===== config.mk =====
export PLATFORM = sky130hd
export DESIGN_NAME = fetch_stage_flat
export DESIGN_NICKNAME = d
export VERILOG_FILES = /design/src/rtl/fetch_if.sv /design/src/rtl/fetch_stage.sv /design/src/flat_wrapper.sv
export SDC_FILE = /design/constraint.sdc
export NUM_CORES = 1
export LEC_CHECK = 0
export CORE_UTILIZATION = 47
export DETAILED_ROUTE_END_ITERATION = 16
export PLACE_DENSITY_LB_ADDON = 0.15
export SLEW_MARGIN = 5
export SYNTH_ARGS = -nofsm -noshare
export SYNTH_HDL_FRONTEND = slang
export SYNTH_SLANG_ARGS = --single-unit

===== constraint.sdc =====
create_clock -name clk -period 4.01 [get_ports clk]
set_clock_uncertainty 0.2 [all_clocks]
set_input_delay 0.802 -clock clk [delete_from_list [all_inputs] [get_ports clk]]
set_output_delay 0.802 -clock clk [all_outputs]
set_load 0.01 [all_outputs]

===== src/rtl/fetch_if.sv =====
// Fetch-stage bus: hazard/redirect controls, instruction-memory req/ack channel,
// and the queue-head outputs feeding the fetch/decode register.
interface fetch_if #(
  parameter int ADDRESS_WIDTH = 32,
  parameter int DATA_WIDTH    = 32
);
  logic                     stallf;
  logic                     pcsrce;
  logic [ADDRESS_WIDTH-1:0] pctargete;
  logic                     imem_req;
  logic [ADDRESS_WIDTH-1:0] imem_addr;
  logic                     imem_ack;
  logic [DATA_WIDTH-1:0]    imem_rdata;
  logic [DATA_WIDTH-1:0]    rd;
  logic [ADDRESS_WIDTH-1:0] pcf;
  logic [ADDRESS_WIDTH-1:0] pcplus4f;
  logic                     validf;

  modport master (
    input  stallf, pcsrce, pctargete, imem_ack, imem_rdata,
    output imem_req, imem_addr, rd, pcf, pcplus4f, validf
  );

  modport slave (
    output stallf, pcsrce, pctargete, imem_ack, imem_rdata,
    input  imem_req, imem_addr, rd, pcf, pcplus4f, validf
  );
endinterface


===== src/rtl/fetch_stage.sv =====
// Instruction-fetch front end: owns the fetch PC, keeps one request outstanding
// to instruction memory and buffers returned instructions in a 2-entry queue.
module fetch_stage #(
  parameter int                       ADDRESS_WIDTH = 32,
  parameter int                       DATA_WIDTH    = 32,
  parameter logic [ADDRESS_WIDTH-1:0] RESET_PC      = 32'h0000_0000
) (
  input  logic     clk,
  input  logic     rst_n,
  fetch_if.master  bus
);

  localparam logic [1:0] HOLD  = 2'd0;
  localparam logic [1:0] FETCH = 2'd1;
  localparam logic [1:0] DROP  = 2'd2;

  localparam logic [ADDRESS_WIDTH-1:0] PC_STEP = ADDRESS_WIDTH'(3'd4);

  function automatic logic [ADDRESS_WIDTH-1:0] pc_inc(input logic [ADDRESS_WIDTH-1:0] pc);
    return pc + PC_STEP;
  endfunction

  logic [1:0]               state_r;
  logic [1:0]               state_nx_s;
  logic [ADDRESS_WIDTH-1:0] fpc_r;
  logic [ADDRESS_WIDTH-1:0] fpc_nx_s;
  logic [ADDRESS_WIDTH-1:0] tgt_r;
  logic [ADDRESS_WIDTH-1:0] tgt_nx_s;
  logic [DATA_WIDTH-1:0]    q_instr_r [2];
  logic [ADDRESS_WIDTH-1:0] q_pc_r    [2];
  logic                     head_r;
  logic                     head_nx_s;
  logic [1:0]               count_r;
  logic [1:0]               count_nx_s;
  logic                     valid_s;
  logic                     push_s;
  logic                     pop_s;
  logic                     tail_s;

  assign valid_s = (count_r != 2'd0);
  assign pop_s   = valid_s && !bus.stallf && !bus.pcsrce;
  assign push_s  = (state_r == FETCH) && bus.imem_ack && !bus.pcsrce;
  // Tail slot is head+count mod 2; a push is never issued at count 2.
  assign tail_s  = head_r ^ count_r[0];

  // Queue occupancy and head pointer; a redirect flushes everything.
  always_comb begin
    count_nx_s = count_r;
    head_nx_s  = head_r;
    if (bus.pcsrce) begin
      count_nx_s = 2'd0;
      head_nx_s  = 1'b0;
    end else begin
      count_nx_s = count_r + {1'b0, push_s} - {1'b0, pop_s};
      if (pop_s) begin
        head_nx_s = ~head_r;
      end else begin
        head_nx_s = head_r;
      end
    end
  end

  // Fetch FSM: request issue, stale-ack dropping and redirect target tracking.
  always_comb begin
    state_nx_s = state_r;
    fpc_nx_s   = fpc_r;
    tgt_nx_s   = tgt_r;
    case (state_r)
      HOLD: begin
        if (bus.pcsrce) begin
          fpc_nx_s   = bus.pctargete;
          state_nx_s = FETCH;
        end else if (count_nx_s != 2'd2) begin
          state_nx_s = FETCH;
        end else begin
          state_nx_s = HOLD;
        end
      end
      FETCH: begin
        if (bus.pcsrce) begin
          if (bus.imem_ack) begin
            fpc_nx_s   = bus.pctargete;
            state_nx_s = FETCH;
          end else begin
            // The request stays on the bus; its ack is swallowed in DROP.
            tgt_nx_s   = bus.pctargete;
            state_nx_s = DROP;
          end
        end else if (bus.imem_ack) begin
          fpc_nx_s   = pc_inc(fpc_r);
          state_nx_s = (count_nx_s == 2'd2) ? HOLD : FETCH;
        end else begin
          state_nx_s = FETCH;
        end
      end
      DROP: begin
        if (bus.pcsrce) begin
          tgt_nx_s = bus.pctargete;
          if (bus.imem_ack) begin
            fpc_nx_s   = bus.pctargete;
            state_nx_s = FETCH;
          end else begin
            state_nx_s = DROP;
          end
        end else if (bus.imem_ack) begin
          fpc_nx_s   = tgt_r;
          state_nx_s = FETCH;
        end else begin
          state_nx_s = DROP;
        end
      end
      default: begin
        state_nx_s = HOLD;
      end
    endcase
  end

  // Control state registers.
  always_ff @(posedge clk or negedge rst_n) begin
    if (!rst_n) begin
      state_r <= HOLD;
      fpc_r   <= RESET_PC;
      tgt_r   <= {ADDRESS_WIDTH{1'b0}};
      count_r <= 2'd0;
      head_r  <= 1'b0;
    end else begin
      state_r <= state_nx_s;
      fpc_r   <= fpc_nx_s;
      tgt_r   <= tgt_nx_s;
      count_r <= count_nx_s;
      head_r  <= head_nx_s;
    end
  end

  // Queue storage: returned instruction is written together with the PC it was fetched from.
  always_ff @(posedge clk or negedge rst_n) begin
    if (!rst_n) begin
      for (int i = 0; i < 2; i++) begin
        q_instr_r[i] <= {DATA_WIDTH{1'b0}};
        q_pc_r[i]    <= {ADDRESS_WIDTH{1'b0}};
      end
    end else if (push_s) begin
      q_instr_r[tail_s] <= bus.imem_rdata;
      q_pc_r[tail_s]    <= fpc_r;
    end
  end

  assign bus.imem_req  = (state_r != HOLD);
  assign bus.imem_addr = fpc_r;
  assign bus.validf    = valid_s;
  assign bus.rd        = valid_s ? q_instr_r[head_r] : {DATA_WIDTH{1'b0}};
  assign bus.pcf       = valid_s ? q_pc_r[head_r] : {ADDRESS_WIDTH{1'b0}};
  assign bus.pcplus4f  = valid_s ? pc_inc(q_pc_r[head_r]) : {ADDRESS_WIDTH{1'b0}};

endmodule


===== src/flat_wrapper.sv =====
// flat-port wrapper written by rule: the top's interface ports become plain ports
module fetch_stage_flat 
#(
  parameter int                       ADDRESS_WIDTH = 32,
  parameter int                       DATA_WIDTH    = 32,
  parameter logic [ADDRESS_WIDTH-1:0] RESET_PC      = 32'h0000_0000
)
  (clk, rst_n, bus_stallf, bus_pcsrce, bus_pctargete, bus_imem_ack, bus_imem_rdata, bus_imem_req, bus_imem_addr, bus_rd, bus_pcf, bus_pcplus4f, bus_validf);
  fetch_if #(.ADDRESS_WIDTH(ADDRESS_WIDTH), .DATA_WIDTH(DATA_WIDTH)) bus_i ();
  input  logic clk;
  input  logic rst_n;
  input wire logic [$bits(bus_i.stallf)-1:0] bus_stallf;
  input wire logic [$bits(bus_i.pcsrce)-1:0] bus_pcsrce;
  input wire logic [$bits(bus_i.pctargete)-1:0] bus_pctargete;
  input wire logic [$bits(bus_i.imem_ack)-1:0] bus_imem_ack;
  input wire logic [$bits(bus_i.imem_rdata)-1:0] bus_imem_rdata;
  output wire logic [$bits(bus_i.imem_req)-1:0] bus_imem_req;
  output wire logic [$bits(bus_i.imem_addr)-1:0] bus_imem_addr;
  output wire logic [$bits(bus_i.rd)-1:0] bus_rd;
  output wire logic [$bits(bus_i.pcf)-1:0] bus_pcf;
  output wire logic [$bits(bus_i.pcplus4f)-1:0] bus_pcplus4f;
  output wire logic [$bits(bus_i.validf)-1:0] bus_validf;
  assign bus_i.stallf = bus_stallf;
  assign bus_i.pcsrce = bus_pcsrce;
  assign bus_i.pctargete = bus_pctargete;
  assign bus_i.imem_ack = bus_imem_ack;
  assign bus_i.imem_rdata = bus_imem_rdata;
  assign bus_imem_req = bus_i.imem_req;
  assign bus_imem_addr = bus_i.imem_addr;
  assign bus_rd = bus_i.rd;
  assign bus_pcf = bus_i.pcf;
  assign bus_pcplus4f = bus_i.pcplus4f;
  assign bus_validf = bus_i.validf;
  fetch_stage #(.ADDRESS_WIDTH(ADDRESS_WIDTH), .DATA_WIDTH(DATA_WIDTH), .RESET_PC(RESET_PC)) u_core (.clk(clk), .rst_n(rst_n), .bus(bus_i));
endmodule

# --- After elaboration in Yosys (flattened, before gate mapping) ---
# Index checks and enable logic that the tools add are counted.
word_totals:
  input_bits: 69
  out_inout_bits: 130
  ff_bits: 197
  elab_cells: 78
op_classes:
  reduce_logical: 15
  mux: 33
  order_cmp: 3
  addsub: 4
  n_eq_ne: 10
  n_bitwise: 4
ops:
  columns: ["op", "count"]
  rows:
  - ["$mux 32", 18]
  - ["$bwmux 64", 2]
  - ["$pmux 32 s3", 1]
  - ["$add 32x3->32 const B", 2]
  - ["$pmux 32 s2", 1]
  - ["$demux 32 s1", 1]
  - ["$mux 2", 5]
  - ["$ne 2x2->1 const B", 5]
  - ["$reduce_and 4->1", 2]
  - ["$reduce_bool 2->1", 4]
  - ["$ne 3x3->1 const B", 2]
  - ["$pmux 2 s3", 1]
  - ["$logic_and 1x1->1", 5]
  - ["$eq 2x2->1 const B", 2]
  - ["$ge 2x2->1 const B", 2]
  - ["$mux 1", 4]
  - ["$not 1->2", 2]
  - ["$reduce_bool 3->1", 1]
  - ["$add 2x1->2", 1]
  - ["$eq 2x1->1 const B", 1]
  - ["$logic_not 1->1", 2]
  - ["$logic_not 2->1", 1]
  - ["$lt 2x1->1 const B", 1]
  - ["$sub 2x1->2", 1]
  - ["2 further kinds", 2]

# --- Depth between registers and ports, before layout ---
# Gate-level depths: netlist of run 1.
logic_depth:
  depth_word: 11
  depth_mapped: 11
  ltp_nobuf: 9

# --- Worst setup path after synthesis of run 1 ---
# No wires, ideal clock.
synth_timing:
  path_type: "register -> output"
  startpoint: "register u_core.head_r"
  endpoint: "output port bus_pcplus4f[26]"
  path_slack_ns: 0.666
  arrival_ns: 2.342
  n_path_buf: 4
  required_time_ns: 3.008
  path_stages_with_launch: 11
  cell_sequence: "dfrtp_1 buf_6 buf_8 buf_2 mux2_2 ha_1 inv_1 a211o_1 buf_2 or2_0 o31ai_1"
synth_between:
  elab_chain_len: 6
synth_lines:
  columns: ["element", "line_no", "source"]
  rows:
  - ["start, declared", "fetch_stage.sv:31", "logic head_r;"]
  - ["start signal, assigned", "fetch_stage.sv:131", "head_r <= head_nx_s;"]
  - ["$not 1->2 (implied by the code)", "fetch_stage.sv:153", "assign bus.pcplus4f = valid_s ? pc_inc(q_pc_r[head_r]) : {ADDRESS_WIDTH{1'b0}};"]
  - ["$mux 32 (implied by the code) (3 in series)", "fetch_stage.sv:153", null]
  - ["$add 32x3->32", "fetch_stage.sv:20", "return pc + PC_STEP;"]
  - ["$mux 32", "fetch_stage.sv:153", null]
  - ["end, declared", "flat_wrapper.sv:21", "output wire logic [$bits(bus_i.pcplus4f)-1:0] bus_pcplus4f;"]
# No other way between the ends. The select of a mux whose other input is x is not followed.

# --- Worst setup path after layout of run 1 ---
layout_timing:
  startpoint: "register u_core.head_r"
  endpoint: "output port bus_pcplus4f[27]"
# Same word-level chain as after synthesis.

==> run_results.csv, run 1 <==
group,metric,value,unit
outcome,status,"complete, no violations",
power_and_ir_drop,p_per_area,736.1,nW/µm²
placement,dp_hpwl,20.47,mm
synthesis,netlist_instances,1064,
routing,drt_iter0_markers,656,
global_routing,gr-max-usage-layer,"met2",
synthesis,synth_nets,1142,
worst_hold_path,hp-class,"in2async",
worst_setup_path,path_cells,"buf_12 > nand4b_1 > a221oi_4 > nand4_4 > buf_4 > nor4_4 > mux2_1 > dlygate4sd2_1",
worst_setup_path,end_kind,"output port",
clock_tree,clk_pin_slew,70,ps
sta,slew_headroom,37.83,%
final_layout,final_area,14420,µm²
placement,portBuffers,198,
sta,grt_setup_unrepaired,"true",
global_routing,grt_use_total,25.05,%
global_routing,grt_max_degree,114,
routing,route.detailed.drc,0,
global_routing,use_met3,2.935,%
clock_tree,clock-sinks,197,
floorplanning,core-area,23470,µm²
routing,viasPerCell,5.792,
placement,placed_area,13580,µm²
sta,setup_ws,28.07,ps
sta,finalSetupTns,0,ps
clock_tree,cts-buffers-inserted,17,
worst_setup_path,crit_path_top_delay_cell,"dfrtp_4",
floorplanning,die_h,156.7,µm
clock_tree,ctsHtreeMaxLevel,4,
worst_setup_path,startpoint_type,"register",
global_routing,grt_pass1_wl,47.95,mm
clock_tree,clockRootBuffer,"clkbuf_16",
sta,finalSetupViolCount,0,
worst_setup_path,cp.buffers_inverters,3,
routing,dr_total_vias,9105,
worst_setup_path,r2r_end,"u_core.bus.imem_addr[31]",
routing,wl,29.85,mm
sta,drv_slew,0,
global_routing,grt_pass1_vias,8716,
power_and_ir_drop,p_total,10.61,mW
power_and_ir_drop,ir_worst_vdd,0.4522,mV
worst_setup_path,cp.depth,8,
sta,fin_crit_sh,99.30,%
final_layout,layout_commonest_cell,"dfrtp_1",
floorplanning,die-area,24560,µm²
sta,tightest_slew,932.6,ps
clock_tree,tritoncts,"yes",
floorplanning,start_util,47.94,%
clock_tree,clkLatencyLatePin,440,ps
global_routing,met2_usage,38.73,%
synthesis,synth-seq-area-share,43.81,%
job,drv_cap,0,
final_layout,n_antenna_cell,0,
worst_setup_path,worst_ep_required_time,3010,ps
routing,wl_per_cell,18.99,µm
worst_setup_path,reg2reg_depth,8,
sta,fin_crit,3982,ps
synthesis,async_flop_share,100.0,%
floorplanning,die_width,156.7,µm
floorplanning,rows,56,
synthesis,synth_cell_types,82,
routing,drtPass1Iterations,5,
synthesis,ys_ff_latch,197,
synthesis,synth_area_per_cell,10.58,µm²
sta,whs,304.3,ps
worst_setup_path,worstPathMaxFanout,21,
synthesis,ys_warn_count,0,
sta,fmax,0.2511,GHz
global_routing,grt_antenna_before_repair,0,
final_layout,final_cell_mix,"dfrtp_1 (196), clkdlybuf4s50_1 (188), mux2_2 (162)",
placement,pre_cts_slack,320.8,ps
floorplanning,io_pins,199,
global_routing,gr-usage-met1,36.76,%
worst_setup_path,arrival,2980,ps
routing,antenna_left,0,
synthesis,synth_ff_type,"dfrtp_1",
final_layout,nets,1318,
placement,globalplace.congestion,0.8277,
worst_setup_path,r2r_start,"u_core.state_r[0]",
sta,hold_violations,0,
clock_tree,cts_buffer_depth,2,
global_routing,grt-ovfl-total,0,
final_layout,drive_gt1_share,21.71,%
worst_setup_path,cpPeakStageDelay,530,ps
synthesis,synth_edf_count,0,
final_layout,area_delta_synth_final,28.16,%
power_and_ir_drop,power_leakage,5.933,nW
synthesis,syn-cell-area,11250,µm²
worst_setup_path,crit_family,"simple AND/OR/NAND/NOR gates",
worst_setup_path,path_class,"reg2out",
worst_setup_path,rrSetupSlack,1110,ps
## registers in the layout, summed over array words and instances (netlist names)
register	cells
u_core.bus.imem_addr	32
u_core.tgt_r	32
u_core.q_pc_r	64
u_core.q_instr_r	64
u_core.state_r	2
u_core.head_r	1
u_core.count_r	2
## power by group
group	leakage [nW]	switching [mW]	total, mW	internal [mW]
Clock	0.300	0.890	1.75	0.863
Combinational	3.22	2.31	4.88	2.57
Sequential	2.42	1.03	3.98	2.95
Total	5.93	4.23	10.6	6.39
## kinds of logic after synthesis
| kind of cell | count (synthesis) | synth area share [%] |
|---|---|---|
| AO/OA/AOI/OAI | 202 | 12.21 |
| XOR/XNOR | 20 | 1.557 |
| adder cells (fa/ha/maj) | 9 | 1.001 |
| buffers and inverters | 95 | 4.014 |
| flip-flops | 197 | 43.81 |
| multiplexers | 247 | 23.81 |
| AND/OR/NAND/NOR | 294 | 13.60 |
## timing repair
item                                    CTS  global route
hold buffers                              0             0
endpoints found under the setup margin   12            12
buffers inserted                          4             4
cloned                                    2             0
pin swaps                                 4             3
gates resized for setup                  11            11
## synth_stat cells, types with 6 or more instances
cell type  count  area (µm²)
nand4_1       15       93.84
o211ai_1      12       90.09
and2_1        12       75.07
ha_1           9       112.6
and4_1         6       52.55
nand2_1       47       176.4
mux2i_1       82       820.8
o21ai_0       59       295.3
and3_1        12       75.07
buf_2         37       185.2
nor2b_1        6       37.54
a21oi_1       40       200.2
mux2_2       162        1824
dfrtp_1      197        4930
buf_4          6       45.04
xnor2_1        7       61.31
nor3_1        17       85.08
xor2_1        13       113.9
a31oi_1       13       81.33
nand3_1       18       90.09
inv_1         12       45.04
buf_1          6       22.52
a22oi_1        6       45.04
nor2_1       120       450.4
o31ai_1        9       67.56
clkbuf_1      30       112.6
## worst max path at each step
stage,from,end,slack [ps]
after floorplan,u_core.head_r,bus_pcplus4f[26],670
after global placement,u_core.head_r,bus_pcplus4f[31],370
after detailed placement,u_core.head_r,bus_pcplus4f[30],320
after CTS,u_core.head_r,bus_pcplus4f[31],-50
after global routing,u_core.head_r,bus_pcplus4f[22],-110
final,u_core.head_r,bus_pcplus4f[27],30
## per-layer routing
metal  part of all wire [%]  routed length (µm)
met5                      0                   0
met1                     48               14240
met4                    1.3                 392
met2                     46               13660
met3                    5.2                1553
## layout make-up
type	instances	area [µm²]
Timing Repair Buffer	239	2467
Clock inverter	15	196.4
Fill cell	1959	9052
Inverter	13	48.80
Sequential cell	197	4933
Tap cell	319	399.1
Multi-Input combinational cell	772	5949
Clock buffer	17	425.4
## worst register-to-register path, cell delays in order (launching register included)
cell	delay [ps]
dfrtp_1	410
inv_1	80
ha_1	370
or2_4	340
a221o_1	580
buf_4	320
nor4_1	250
nand4_1	140
o311ai_1	120
## stage by stage
step	instances	utilization, %
2_1_floorplan	1064	-
4_1_cts	1568	61.02
5_1_grt	1572	61.43
6_report	1572	61.43
3_5_place_dp	1530	57.87
3_3_place_gp	1530	57.87
(Power assumes the default switching activity.)
==> run 2, diff against run 1 <==
Settings changed: PLACE_DENSITY from default to 0.69, PLACE_DENSITY_LB_ADDON 0.15 to default.
==> run 2 against run 1 <==
  * Register-to-register slack improved by 20 ps
  * Setup slack better by 81 ps
  * Clock-buffer cell count is the same
  * Core utilization fell by 0.17 points
  * Sequential power about the same
  * Clock power barely moved
  * Via count increased by 0.97%
  * Wire length up 0.93%
  * First-iteration DRC count grew 3.5%
  * Die area did not move
==> run_results.csv, run 2 (synthesis results as in run 1) <==
group,metric,value,unit
clock_tree,cts-buffers-inserted,17,
worst_setup_path,worst_ep_required_time,3010,ps
final_layout,nets,1320,
routing,drtPass1Iterations,7,
sta,tightest_slew,872.5,ps
routing,route.detailed.drc,0,
global_routing,grt_pass1_wl,48.25,mm
final_layout,final_cell_mix,"dfrtp_1 (196), clkdlybuf4s50_1 (181), mux2_2 (162)",
final_layout,stdcell_count,1574,
worst_setup_path,worstPathMaxFanout,10,
global_routing,grt-ovfl-total,0,
sta,grt_setup_unrepaired,"true",
power_and_ir_drop,p_total,10.58,mW
final_layout,n_antenna_cell,0,
floorplanning,die_h,156.7,µm
worst_setup_path,end_kind,"output port",
clock_tree,clk_pin_slew,90,ps
sta,drv_slew,0,
floorplanning,core-area,23470,µm²
worst_setup_path,crit_start,"u_core.head_r",
floorplanning,die-area,24560,µm²
clock_tree,clockRootBuffer,"clkbuf_16",
worst_setup_path,path_cells,"buf_6 > nand4b_1 > a22o_4 > buf_4 > buf_12 > nor4_2 > mux2_1 > dlygate4sd2_1",
clock_tree,clkLatencyLatePin,440,ps
sta,slew_headroom,41.84,%
worst_setup_path,startpoint_type,"register",
sta,fmax,0.2563,GHz
worst_setup_path,reg2reg_depth,8,
routing,viasPerCell,5.841,
final_layout,top_regs,"u_core.q_instr_r: 64 flops, u_core.q_pc_r: 64 flops",
routing,antenna_left,0,
routing,dr_total_vias,9193,
placement,dp_cells,1534,
clock_tree,clock-sinks,197,
global_routing,gr-max-usage-layer,"met2",
sta,hold_violations,0,
placement,pre_cts_slack,122.4,ps
power_and_ir_drop,ir_worst_vdd,0.6214,mV
routing,drt_iter0_markers,679,
final_layout,area_delta_synth_final,27.80,%
worst_setup_path,rrSetupSlack,1130,ps
clock_tree,cts_buffer_depth,2,
global_routing,use_met3,4.209,%
worst_setup_path,r2r_end,"u_core.bus.imem_addr[31]",
worst_setup_path,crit_path_top_delay_cell,"dfrtp_4",
worst_setup_path,cpPeakStageDelay,540,ps
worst_setup_path,arrival,2900,ps
power_and_ir_drop,power_leakage,6.018,nW
placement,dp_hpwl,20.86,mm
placement,portBuffers,198,
clock_tree,tritoncts,"yes",
global_routing,grt_pass1_vias,8825,
global_routing,gr-usage-met1,37.04,%
worst_setup_path,path_class,"reg2out",
routing,wl_per_cell,19.14,µm
outcome,status,"complete, no violations",
floorplanning,die_width,156.7,µm
sta,finalSetupViolCount,0,
global_routing,grt_max_degree,87,
floorplanning,rows,56,
floorplanning,io_pins,199,
global_routing,grt_use_total,25.23,%
final_layout,drive_gt1_share,21.91,%
worst_setup_path,crit_end,"bus_pcplus4f[29]",
worst_setup_path,r2r_start,"u_core.state_r[0]",
global_routing,met2_usage,38.12,%
sta,finalSetupTns,0,ps
sta,setup_ws,109.0,ps
sta,whs,182.0,ps
floorplanning,start_util,47.94,%
final_layout,layout_commonest_cell,"dfrtp_1",
clock_tree,ctsHtreeMaxLevel,4,
global_routing,grt_antenna_before_repair,0,
placement,globalplace.congestion,0.8716,
worst_hold_path,hp-class,"in2async",
sta,fin_crit_sh,97.28,%
routing,wl,30.12,mm
sta,fin_crit,3901,ps
job,drv_cap,0,
power_and_ir_drop,p_per_area,735.8,nW/µm²
run 2: changes by cell type in the layout (fill, tap and decap cells not counted), sizes merged:
cell           change
dlymetal6s2s       +5
inv                +2
buf                +4
dlygate4sd2        +2
clkinv             -2
bufbuf             -2
clkdlybuf4s50      -7
run 2: critical path: cells and delay by family (launching register included):
| kind | cells | cell delay, ps |
|---|---|---|
| AOI/OAI and AO/OA | 1 | 360 |
| and+or+nand+nor | 2 | 480 |
| buffers and inverters | 4 | 740 |
| DFF | 1 | 540 |
| muxes | 1 | 340 |
run 2: per-layer routing:
metal / vias to the layer above / share of wire (%)
li1: 4248 / -
met1: 4565 / 47
met2: 359 / 46
met3: 21 / 6.1
met4: 0 / 1.2
met5: - / 0
run 2: worst min path at each step:
stage                     cells after the start               from  slack [ps]              endpoint
after floorplan                               1  u_core.q_pc_r[61]         270     u_core.q_pc_r[61]
after global placement                        1   u_core.tgt_r[23]         290      u_core.tgt_r[23]
after detailed placement                      1   u_core.tgt_r[22]         290      u_core.tgt_r[22]
after CTS                                     1              rst_n         200  u_core.q_instr_r[41]
after global routing                          1              rst_n         210  u_core.q_instr_r[41]
final                                         1              rst_n         180  u_core.q_instr_r[41]
run 2: area by class of cell:
cell class / count / area [µm²]
clock buffer: 17 / 425.4
sequential: 197 / 4933
inverter: 13 / 48.80
timing repair buffer: 241 / 2421
tap: 319 / 399.1
fill: 1966 / 9092
multi-input combinational: 772 / 5961
clock inverter: 15 / 191.4
run 2: power by group:
group	internal [mW]	switching, mW
Clock	0.864	0.898
Combinational	2.52	2.31
Sequential	2.95	1.03
run 2: stage by stage:
stage | instance area [µm²] | util, %
finish | 14380 | 61.26
global route | 14380 | 61.26
CTS | 14340 | 61.08
detailed placement | 13590 | 57.89
global placement | 13590 | 57.89
floorplan | 11250 | -
run 2: what timing repair did:
item                                    CTS  global route
hold buffers                              0             0
cloned                                    0             0
hold endpoints to repair                  0             0
endpoints found under the setup margin   21            12
gates resized for setup                  22            10
setup buffers                             6             2
pin swaps                                 5             6
==> run 3, diff against run 2 <==
Settings changed: CORE_UTILIZATION 47 to 34, PLACE_DENSITY 0.69 to 0.53.
==> run 3 against run 2 <==
  * Die area is 38% higher
  * Critical endpoint is now bus_pcplus4f[17]
  * Register-to-register slack got worse by 130 ps
  * Critical path depth is the same
  * Clock-buffer cell count unchanged
  * Combinational power up 3%
  * Clock power about the same
  * Setup slack got worse by 6.4 ps
  * Critical path type unchanged
  * Sequential power barely moved
  * Design area up 1.8%
  * Maximum frequency is 0.16% lower
  * Via count fell by 0.78%
==> run_results.csv, run 3 (synthesis results as in run 1) <==
group,metric,value,unit
clock_tree,cts-buffers-inserted,17,
worst_setup_path,end_kind,"output port",
final_layout,area_delta_synth_final,30.10,%
routing,viasPerCell,5.334,
clock_tree,clk_pin_slew,90,ps
worst_setup_path,worstPathMaxFanout,11,
sta,tightest_slew,992.4,ps
placement,portBuffers,198,
sta,fin_crit_sh,97.44,%
sta,fin_crit,3907,ps
worst_setup_path,crit_start,"u_core.head_r",
worst_setup_path,r2r_start,"u_core.head_r",
clock_tree,clkLatencyLatePin,440,ps
power_and_ir_drop,ir_worst_vdd,0.2916,mV
worst_setup_path,path_cells,"buf_12 > buf_4 > nand4b_1 > a21o_1 > nor4_1 > xor2_1 > nor2_1 > clkdlybuf4s50_1",
final_layout,final_cell_mix,"dfrtp_1 (196), clkdlybuf4s50_1 (182), mux2_2 (162)",
routing,route.detailed.drc,0,
sta,finalSetupTns,0,ps
global_routing,grt-ovfl-total,0,
floorplanning,rows,66,
global_routing,gr-max-usage-layer,"met2",
sta,slew_headroom,33.84,%
worst_setup_path,rrSetupSlack,1000,ps
floorplanning,io_pins,199,
job,drv_cap,0,
placement,dp_hpwl,23.14,mm
routing,wl_per_cell,19.52,µm
final_layout,nets,1332,
floorplanning,die_h,183.9,µm
routing,drt_iter0_markers,541,
global_routing,grt_antenna_before_repair,0,
floorplanning,die_width,183.9,µm
worst_setup_path,reg2reg_depth,7,
routing,antenna_left,0,
placement,pre_cts_slack,249.0,ps
global_routing,met2_usage,30.02,%
worst_setup_path,arrival,2910,ps
outcome,status,"complete, no violations",
worst_setup_path,crit_path_top_delay_cell,"clkdlybuf4s50_1",
global_routing,use_met3,2.853,%
final_layout,top_regs,"u_core.q_instr_r: 64 flops, u_core.q_pc_r: 64 flops",
global_routing,grt_max_degree,118,
power_and_ir_drop,power_leakage,6.090,nW
placement,globalplace.congestion,0.7950,
global_routing,grt_pass1_wl,52.25,mm
clock_tree,ctsHtreeMaxLevel,4,
final_layout,num-fill-cells,3131,
routing,dr_total_vias,9121,
sta,grt_setup_unrepaired,"false",
global_routing,grt_pass1_vias,8823,
sta,setup_ws,102.6,ps
sta,fmax,0.2559,GHz
worst_setup_path,path_class,"reg2out",
global_routing,gr-usage-met1,29.69,%
final_layout,drive_gt1_share,22.89,%
floorplanning,die-area,33830,µm²
power_and_ir_drop,p_per_area,732.5,nW/µm²
worst_setup_path,cpPeakStageDelay,560,ps
floorplanning,start_util,34.58,%
clock_tree,clockRootBuffer,"clkbuf_16",
floorplanning,core-area,32540,µm²
final_layout,layout_commonest_cell,"dfrtp_1",
routing,wl,33.38,mm
worst_setup_path,startpoint_type,"register",
routing,drtPass1Iterations,5,
worst_hold_path,hp-class,"in2async",
clock_tree,clock-sinks,197,
sta,drv_slew,0,
global_routing,grt_use_total,19.89,%
clock_tree,cts_buffer_depth,2,
sta,finalSetupViolCount,0,
sta,hold_violations,0,
clock_tree,tritoncts,"yes",
worst_setup_path,worst_ep_required_time,3010,ps
[run 3: worst paths after layout]
kind                                   endpoint
min                        u_core.q_instr_r[12]
min in group clk               u_core.tgt_r[21]
max in group asynchronous       u_core.tgt_r[6]
max reg2reg                   u_core.q_pc_r[12]
max                            bus_pcplus4f[17]
min reg2reg                    u_core.tgt_r[21]
[run 3: critical path: cells and delay by family, from the launching register on]
family | cells | cell delay (ps)
AO/OA/AOI/OAI | 1 | 310
XOR/XNOR | 1 | 110
buffers and inverters | 3 | 850
flip-flops | 1 | 540
AND/OR/NAND/NOR | 3 | 680
[run 3: per-layer routing]
metal / routed length, µm / share of wire (%)
met1: 16390 / 49
met3: 1678 / 5.0
met2: 14960 / 45
met4: 354 / 1.1
met5: 0 / 0
[run 3: cell type report]
| class | instances | area, µm² | area share, % |
|---|---|---|---|
| Multi-Input combinational cell | 772 | 5977 | 40.83 |
| Sequential cell | 197 | 4933 | 33.70 |
| Timing Repair Buffer | 253 | 2526 | 17.26 |
| Tap cell | 442 | 553.0 | 3.778 |
| Clock buffer | 17 | 425.4 | 2.906 |
| Clock inverter | 15 | 172.7 | 1.179 |
| Inverter | 13 | 48.80 | 0.3333 |
| Antenna cell | 1 | 2.502 | 0.01709 |
[run 3: report_power, final]
part	switching [mW]	leakage (nW)	total, mW	internal [mW]
sequential	1.05	2.42	4.00	2.95
clock	0.902	0.290	1.76	0.853
combinational	2.38	3.38	4.97	2.59
[run 3: through the flow]
stage	power [mW]	hold WS (ps)	utilization [%]	cells	instance area, µm²
finish	10.72	301.6	44.99	1710	14640
global route	11.46	323.6	44.99	1709	14640
CTS	10.78	310.5	44.49	1701	14480
detailed placement	8.963	293.2	42.40	1664	13800
global placement	8.889	286.3	42.40	1664	13800
floorplan	6.787	272.7	-	1064	11250
[run 3: repair_timing]
action                                 CTS  global route
pin swaps                                1             8
setup endpoints to repair               18            15
endpoints found under the hold margin    0             0
resized for setup                       15            24
hold buffers                             0             0
buffers inserted                         5             7
gates cloned                             0             1
